[config.mk]
export PLATFORM = sky130hd
export DESIGN_NAME = mc_controller_fsm
export DESIGN_NICKNAME = d
export VERILOG_FILES = /design/src/rtl/mips_pkg.sv /design/src/rtl/mc_outdec.sv /design/src/rtl/mc_controller_fsm.sv
export SDC_FILE = /design/constraint.sdc
export NUM_CORES = 1
export LEC_CHECK = 0
export BUFFER_PORTS_ARGS = -buffer_cell sky130_fd_sc_hd__buf_2
export CAP_MARGIN = 0
export CORE_MARGIN = 1
export CORE_UTILIZATION = 43
export DETAILED_ROUTE_END_ITERATION = 16
export PLACE_DENSITY = 0.77
export SLEW_MARGIN = 25
export SYNTH_ARGS = -nofsm -noshare
export SYNTH_HDL_FRONTEND = slang
export SYNTH_HIERARCHICAL = 1
export SYNTH_SLANG_ARGS = --single-unit
export TNS_END_PERCENT = 5
[constraint.sdc]
create_clock -name clk -period 1.6 [get_ports clk]
set_input_delay 0.32 -clock clk [delete_from_list [all_inputs] [get_ports clk]]
set_output_delay 0.32 -clock clk [all_outputs]
set_load 0.01 [all_outputs]
[src/rtl/mips_pkg.sv]
// Shared encodings for the multicycle MIPS controller: state codes, opcodes,
// datapath select values and the packed control word.
package mips_pkg;

  typedef logic [3:0] statetype_t;

  localparam statetype_t FETCH   = 4'd0;
  localparam statetype_t DECODE  = 4'd1;
  localparam statetype_t MEMADR  = 4'd2;
  localparam statetype_t MEMRD   = 4'd3;
  localparam statetype_t MEMWB   = 4'd4;
  localparam statetype_t MEMWR   = 4'd5;
  localparam statetype_t RTYPEEX = 4'd6;
  localparam statetype_t RTYPEWB = 4'd7;
  localparam statetype_t BEQEX   = 4'd8;
  localparam statetype_t ADDIEX  = 4'd9;
  localparam statetype_t ADDIWB  = 4'd10;
  localparam statetype_t JEX     = 4'd11;

  localparam logic [5:0] OP_RTYPE = 6'b000000;
  localparam logic [5:0] OP_LW    = 6'b100011;
  localparam logic [5:0] OP_SW    = 6'b101011;
  localparam logic [5:0] OP_BEQ   = 6'b000100;
  localparam logic [5:0] OP_ADDI  = 6'b001000;
  localparam logic [5:0] OP_J     = 6'b000010;

  // aludec imports these same constants, so keep them in sync with it
  localparam logic [2:0] ALUOP_ADD   = 3'b000;
  localparam logic [2:0] ALUOP_SUB   = 3'b001;
  localparam logic [2:0] ALUOP_FUNCT = 3'b010;

  localparam logic [1:0] ALUSRCB_B     = 2'b00;
  localparam logic [1:0] ALUSRCB_FOUR  = 2'b01;
  localparam logic [1:0] ALUSRCB_IMM   = 2'b10;
  localparam logic [1:0] ALUSRCB_IMMSH = 2'b11;

  localparam logic [1:0] PCSRC_ALURESULT = 2'b00;
  localparam logic [1:0] PCSRC_ALUOUT    = 2'b01;
  localparam logic [1:0] PCSRC_JUMP      = 2'b10;

  typedef struct packed {
    logic       pcwrite;
    logic       branch;
    logic       irwrite;
    logic       memwrite;
    logic       regwrite;
    logic       iord;
    logic       memtoreg;
    logic       regdst;
    logic       alusrca;
    logic [1:0] alusrcb;
    logic [1:0] pcsrc;
    logic [2:0] aluop;
  } ctrl_t;

  function automatic logic is_legal_op(input logic [5:0] op);
    return (op == OP_LW) || (op == OP_SW) || (op == OP_RTYPE) ||
           (op == OP_BEQ) || (op == OP_ADDI) || (op == OP_J);
  endfunction

endpackage

[src/rtl/mc_outdec.sv]
// Moore output decoder: maps the controller state to the datapath control word.
// mem_ready only gates the FETCH strobes so a stalled fetch writes nothing.
module mc_outdec
  import mips_pkg::*;
(
  input  statetype_t state,
  input  logic       mem_ready,
  output ctrl_t      ctrl
);

  always_comb begin
    ctrl = '0;
    case (state)
      FETCH: begin
        ctrl.alusrcb = ALUSRCB_FOUR;
        ctrl.aluop   = ALUOP_ADD;
        ctrl.irwrite = mem_ready;
        ctrl.pcwrite = mem_ready;
      end
      DECODE: begin
        ctrl.alusrcb = ALUSRCB_IMMSH;
        ctrl.aluop   = ALUOP_ADD;
      end
      MEMADR: begin
        ctrl.alusrca = 1'b1;
        ctrl.alusrcb = ALUSRCB_IMM;
        ctrl.aluop   = ALUOP_ADD;
      end
      MEMRD: begin
        ctrl.iord = 1'b1;
      end
      MEMWB: begin
        ctrl.memtoreg = 1'b1;
        ctrl.regwrite = 1'b1;
      end
      MEMWR: begin
        ctrl.iord     = 1'b1;
        ctrl.memwrite = 1'b1;
      end
      RTYPEEX: begin
        ctrl.alusrca = 1'b1;
        ctrl.aluop   = ALUOP_FUNCT;
      end
      RTYPEWB: begin
        ctrl.regdst   = 1'b1;
        ctrl.regwrite = 1'b1;
      end
      BEQEX: begin
        ctrl.alusrca = 1'b1;
        ctrl.aluop   = ALUOP_SUB;
        ctrl.pcsrc   = PCSRC_ALUOUT;
        ctrl.branch  = 1'b1;
      end
      ADDIEX: begin
        ctrl.alusrca = 1'b1;
        ctrl.alusrcb = ALUSRCB_IMM;
        ctrl.aluop   = ALUOP_ADD;
      end
      ADDIWB: begin
        ctrl.regwrite = 1'b1;
      end
      JEX: begin
        ctrl.pcsrc   = PCSRC_JUMP;
        ctrl.pcwrite = 1'b1;
      end
      default: ctrl = '0;
    endcase
  end

endmodule

[src/rtl/mc_controller_fsm.sv]
// Multicycle MIPS main controller: state register, next-state logic and the
// reset gating of all write strobes. Output decode lives in mc_outdec.
module mc_controller_fsm
  import mips_pkg::*;
#(
  parameter bit USE_MEM_READY = 1'b1
) (
  input  logic       clk,
  input  logic       reset,
  input  logic [5:0] op,
  input  logic       zero,
  input  logic       mem_ready,
  output logic       pcen,
  output logic       irwrite,
  output logic       memwrite,
  output logic       regwrite,
  output logic       iord,
  output logic       memtoreg,
  output logic       regdst,
  output logic       alusrca,
  output logic [1:0] alusrcb,
  output logic [1:0] pcsrc,
  output logic [2:0] aluop,
  output logic [3:0] state_o,
  output logic       illegal_op
);

  statetype_t state;
  statetype_t state_next;
  ctrl_t      ctrl;
  logic       mem_ok;

  assign mem_ok = USE_MEM_READY ? mem_ready : 1'b1;

  always_ff @(posedge clk) begin
    if (reset) state <= FETCH;
    else       state <= state_next;
  end

  always_comb begin
    state_next = FETCH;
    case (state)
      FETCH:   state_next = mem_ok ? DECODE : FETCH;
      DECODE: begin
        case (op)
          OP_LW, OP_SW: state_next = MEMADR;
          OP_RTYPE:     state_next = RTYPEEX;
          OP_BEQ:       state_next = BEQEX;
          OP_ADDI:      state_next = ADDIEX;
          OP_J:         state_next = JEX;
          default:      state_next = FETCH;
        endcase
      end
      // Anything other than sw is treated as a load here
      MEMADR:  state_next = (op == OP_SW) ? MEMWR : MEMRD;
      MEMRD:   state_next = mem_ok ? MEMWB : MEMRD;
      MEMWB:   state_next = FETCH;
      MEMWR:   state_next = mem_ok ? FETCH : MEMWR;
      RTYPEEX: state_next = RTYPEWB;
      RTYPEWB: state_next = FETCH;
      BEQEX:   state_next = FETCH;
      ADDIEX:  state_next = ADDIWB;
      ADDIWB:  state_next = FETCH;
      JEX:     state_next = FETCH;
      default: state_next = FETCH;
    endcase
  end

  mc_outdec u_outdec (
    .state     (state),
    .mem_ready (mem_ok),
    .ctrl      (ctrl)
  );

  // Strobes are forced low during reset so an abandoned instruction never writes
  assign pcen       = ~reset & (ctrl.pcwrite | (ctrl.branch & zero));
  assign irwrite    = ~reset & ctrl.irwrite;
  assign memwrite   = ~reset & ctrl.memwrite;
  assign regwrite   = ~reset & ctrl.regwrite;
  assign illegal_op = ~reset & (state == DECODE) & ~is_legal_op(op);

  assign iord     = ctrl.iord;
  assign memtoreg = ctrl.memtoreg;
  assign regdst   = ctrl.regdst;
  assign alusrca  = ctrl.alusrca;
  assign alusrcb  = ctrl.alusrcb;
  assign pcsrc    = ctrl.pcsrc;
  assign aluop    = ctrl.aluop;
  assign state_o  = state;

endmodule

# --- Word-level counts from Yosys, hierarchy flattened ---
# Index checks and enable logic that the tools add are counted.
# Widths: inputs -> output; s select.
totals:
  regBits: 4
  inputBits: 10
  wordCells: 57
classes:
  eq_ne: 16
  n_mux: 18
  bitwise: 10
  n_reduce_logical: 12
ops:
  columns: ["op", "count"]
  rows:
  - ["$pmux 4 s7", 1]
  - ["$pmux 4 s5", 1]
  - ["$eq 4x3->1 const B", 4]
  - ["$eq 4x4->1 const B", 4]
  - ["$eq 6x6->1 const B", 2]
  - ["$mux 1", 9]
  - ["$mux 3", 3]
  - ["$eq 4x2->1 const B", 2]
  - ["$pmux 2 s2", 2]
  - ["$and 1x1->1", 7]
  - ["$eq 6x2->1 const B", 1]
  - ["$eq 6x3->1 const B", 1]
  - ["$eq 6x4->1 const B", 1]
  - ["$logic_not 6->1", 1]
  - ["$pmux 2 s3", 1]
  - ["$reduce_or 2->1", 3]
  - ["$logic_or 1x1->1", 5]
  - ["$eq 4x1->1 const B", 1]
  - ["$logic_not 4->1", 1]
  - ["$reduce_or 4->1", 1]
  - ["$reduce_or 3->1", 1]
  - ["$not 1->1", 2]
  - ["$pmux 1 s2", 1]
  - ["$or 1x1->1", 1]

# --- Depth between registers and ports, before layout ---
logic_depth:
  word_depth: 8
  depth_mapped: 6

# --- Modules after synthesis ---
# Netlist, hierarchy kept.
by_module_without_submodules:
  columns: ["mod", "instances", "cells_each", "area_per_inst_um2", "seq_area_each_um2"]
  rows:
  - ["mc_controller_fsm", 1, 51, 361.6, 80.1]
  - ["mc_outdec", 1, 33, 203.9, 0.0]

# --- Worst setup path after synthesis ---
# OpenSTA, ideal clock, no wires.
synth_path:
  kind: "register to output"
  startpoint: "register state[2] (netlist: state_o[2])"
  endpoint: "output port pcen"
  arrival_time_ps: 1430
  required_ps: 1280
  slack_ps: -150
  stages_incl_launch_ff: 7
  path_buffers: 2
  path_cell_list: "dfxtp_1 buf_4 nand2b_1 nor3_1 buf_4 a21oi_1 nor2_1"
synth_rtl:
  columns: ["item", "line_no", "rtl"]
  rows:
  - ["from (decl)", "mc_controller_fsm.sv:28", "statetype_t state;"]
  - ["from (signal assigned)", "mc_controller_fsm.sv:37", "else state <= state_next;"]
  - ["to (decl)", "mc_controller_fsm.sv:13", "output logic pcen,"]

==> reports/results.txt <==
Once placement finished, the instance area stood at 794.5 µm². After detailed routing, the number of remaining DRC violations is 0. Hold timing on the final database bottoms out at a slack of 0.3816 ns. Via count of the first global-routing pass: 597. The most common cell in the synthesized netlist is nor2_1. The flow ran to the end, but the final reports show violations.

The tools report the static leakage as 0.3924 nW. The critical setup path kind is reg -> out. The floorplan step defined a die boundary enclosing 1464 µm². Setup repair after global routing could not meet its margin everywhere.

The worst path needs 1.794 ns of the cycle, external delays included. For this design, the sink count on the clock tree is 4. For this design the total switching power over the nets is 113.6 µW. In this run, placement finished with an instance count of 130. For this design the ratio of total power to cell area is 431.5 nW/µm².

The HPWL reported at the end of detailed placement is 1128 µm, and the total internal power is 251.9 µW. The aggregate global-route resource usage is 0.2253, and the ratio of cells with drive above 1 in the final layout is 0.4622. The number of warnings issued by yosys is 6. The cell type with the largest total area after synthesis is dfxtp_1.

The clock arrives with 0.007564 ns of skew. The required time reported for the critical path endpoint was 1.28 ns. The post-detailed-route wirelength per cell came out at 11.37 µm.

The tools report the effective utilization at floorplan as 0.4829. The hold-critical path depth is 2. Across the run, the number of max-cap violations was 0. The commonest cells after synthesis are 12 x nor2_1, 7 x a21oi_1, 6 x nand2b_1. The run gives 0.1416 as the proportion of synthesized chip area in sequential cells. The largest individual stage delay along the critical path comes from the cell or4b_4. The wire length reported by the detailed router is 1512 µm, and the number of antenna diodes is 0. Fill cells in the final layout number 102.

During I/O placement, the number of pins put on the boundary was 30. The height of the die works out to 38.27 µm. For the maximum clock frequency, the log shows 557.5 MHz. The number of nets in the synthesized netlist was 94. The number of buffers added for setup after CTS is 0. The core utilization of the finished layout came out at 0.7233. In this run the worst hold path is classified as in -> reg.

Compared with the post-synthesis result, the final layout area differs by 49.78%. TritonCTS built the clock tree. The die is 38.27 µm wide. The most frequently used flop master after synthesis is dfxtp_1. The post-synthesis average cell area came out at 6.733 µm².

The fraction of the cycle the final worst path needs is 1.121, and the latest clock arrival within the worst-skew pair is 0.24 ns. Post-detailed-route via-to-cell ratio: 5.466. The worst setup margin is -0.1937 ns, and the area share of the largest cell type after synthesis is 0.1416. The sum of overflow across all layers after global routing was 0; the worst supply voltage drop on vdd was 0.4301 mV. By area, the combinational part of the netlist is dominated by simple AND/OR/NAND/NOR gates. The tools report the register share of total power as 0.295. Sorting the synthesized cells by area gives the leading types as dfxtp_1 14%, nor2_1 8.0%, nand2b_1 6.6%.

In this run the worst path has a maximum fanout of 4. In this run the most critical hold path is launched from reset. Start of the worst register-to-register path: state_o[1]. Entering global routing, the biggest net connects 23 pins. The run gives 0.7444 as the routability-driven placement congestion ratio. Traced cell by cell, the critical path runs through or4b_4 -> o211ai_1 -> nor2b_2 -> buf_2. The final non-filler cell area came out at 847.1 µm². Data on the critical path arrives at its endpoint at 1.47 ns.

Site row count: 12. The run gives 727 as the detailed-route via count. The count of buffers added on input and output ports is 28. The multi-input combinational cells in the finished layout cover a total of 457.9 µm².

The final reports fail on negative setup slack. The first global-routing pass estimated 2373 µm of wire. The floorplan step defined a core boundary enclosing 1171 µm². The path with the worst hold slack has its endpoint at state_o[1].

For this run, the number of standard cells in the final layout without fillers is 133. The logs give 0.343 for the relative contribution of the clock network to total power and 1 for the H-tree depth reported by CTS. Number of buffers inserted during clock tree synthesis: 3. Counting flops with a built-in enable in the synthesized netlist gives 0. The largest single stage delay on the critical path is 0.56 ns.

The capture point of the worst reg-to-reg path is state_o[0]. Clock-pin slew was measured on the worst setup and hold paths at 0.03 ns. Share of synthesized cell area in full adder, half adder and majority cells: 0. The violation count after the first detailed-route iteration came out at 26.

The first detailed-routing pass took 4 iterations. The number of slew-limit violations in the final report is 0, and the proportion of synthesized area in mux cells is 0.03761. The xor/xnor cell area share of the yosys netlist is 0.03097. The detail route stage leaves a number of antenna-violating nets equal to 0. The post-synthesis register bit count is 4. The complex-gate fraction of the synthesized area was 0.2810; the number of flip-flops under the largest register name was 4. The cell count after synthesis came out at 84. No sink is reached through more buffers than the 2 on the longest clock path.

The switching part of the total power works out to 0.3108. STA classifies the critical path startpoint as a flip-flop. Buffers inserted to repair hold after CTS numbered 0.

The master cell of the clock root buffer is clkbuf_4. The combinational share of power was 0.362; the path depth of the worst reg2reg path was 5. Across the whole layout, storage elements account for 85.08 µm². For the number of endpoints with negative hold slack in the final report, the log shows 0. At the end of the flow, the number of nets in the layout was 131. The number of library cell types mapped by synthesis is 37.

The share of flip-flops with an asynchronous set or reset after synthesis is 0. Setup violations remaining at the end of the flow were counted as 6. The area fraction in and, or, nand and nor cells after synthesis is 0.3982, and the register-to-register setup slack is 0.27 ns. The tools report the netlist area before placement as 565.5 µm². The tools report the number of antenna violations at the first check in global routing as 0. OpenSTA, run right after detailed placement, puts the worst setup slack at -0.05507 ns. The worst setup path is captured at an output port.
-- metal layers --
layer,vias up,routed length [µm],GRT usage
met5,-,0,0
met1,315,630,0.2491
li1,373,-,-
met3,2,108,0.03488
met2,37,757,0.4153
met4,0,16,0.09821
-- worst max path at each step --
stage	endpoint	cells after the start	slack [ns]	from
after floorplan	pcen	5	-0.004	state_o[3]
after global placement	illegal_op	6	-0.03	op[1]
after detailed placement	illegal_op	6	-0.06	op[3]
after CTS	regwrite	4	-0.19	state_o[3]
after global routing	pcen	5	-0.24	state_o[3]
final	regwrite	4	-0.19	state_o[3]
-- placed cells by master (no fill, tap or decap), types with 2 or more instances in the layout --
cell | netlist | routed
clkbuf_4 | 0 | 3
buf_4 | 3 | 8
nand2_1 | 3 | 3
a21oi_1 | 7 | 6
and3_1 | 2 | 2
nor2_1 | 12 | 12
nor2b_1 | 4 | 3
inv_1 | 3 | 2
buf_6 | 1 | 2
o21ai_1 | 3 | 4
dfxtp_2 | 0 | 4
buf_2 | 2 | 27
nand2b_1 | 6 | 5
nor4_1 | 2 | 2
nor3_1 | 5 | 4
o21ai_0 | 4 | 3
-- stage by stage --
step	setup TNS (ns)	total power, mW
after global placement	-0.03088	0.2317
final	-0.6849	0.3655
after CTS	-0.7197	0.3676
after detailed placement	-0.05507	0.2346
after global routing	-1.108	0.3921
after floorplan	-0.004102	0.1804
-- critical path, delay by kind of cell, from the launching register on --
family                 cells  cell delay, ns
flip-flops                 1            0.32
AO/OA/AOI/OAI              1            0.09
AND/OR/NAND/NOR            2            0.71
buffers and inverters      1            0.12
-- cell families after synthesis --
family / count (synthesis)
DFF: 4
AOI/OAI and AO/OA: 24
buffers and inverters: 10
xor gates and xnor gates: 2
other: 1
and+or+nand+nor: 41
muxes: 2
-- power groups by stage --
| stage | combinational (mW) | clock [mW] | sequential (mW) |
|---|---|---|---|
| 2_1_floorplan | 0.0674 | 0 | 0.113 |
| 3_3_place_gp | 0.124 | 0 | 0.108 |
| 3_5_place_dp | 0.127 | 0 | 0.108 |
| 4_1_cts | 0.129 | 0.130 | 0.108 |
| 5_1_grt | 0.146 | 0.138 | 0.109 |
| 6_report | 0.132 | 0.125 | 0.108 |
-- what timing repair did --
action,in CTS,in global routing
setup endpoints to repair,7,7
gates resized for setup,6,5
pin swaps,5,2
-- layout make-up --
cell class                 instances  area share
sequential                         4      0.1004
inverter                           3     0.01329
timing repair buffer              39      0.2984
tap                               14     0.02068
clock buffer                       3     0.02659
multi-input combinational         70      0.5406
(Power assumes the default switching activity.)
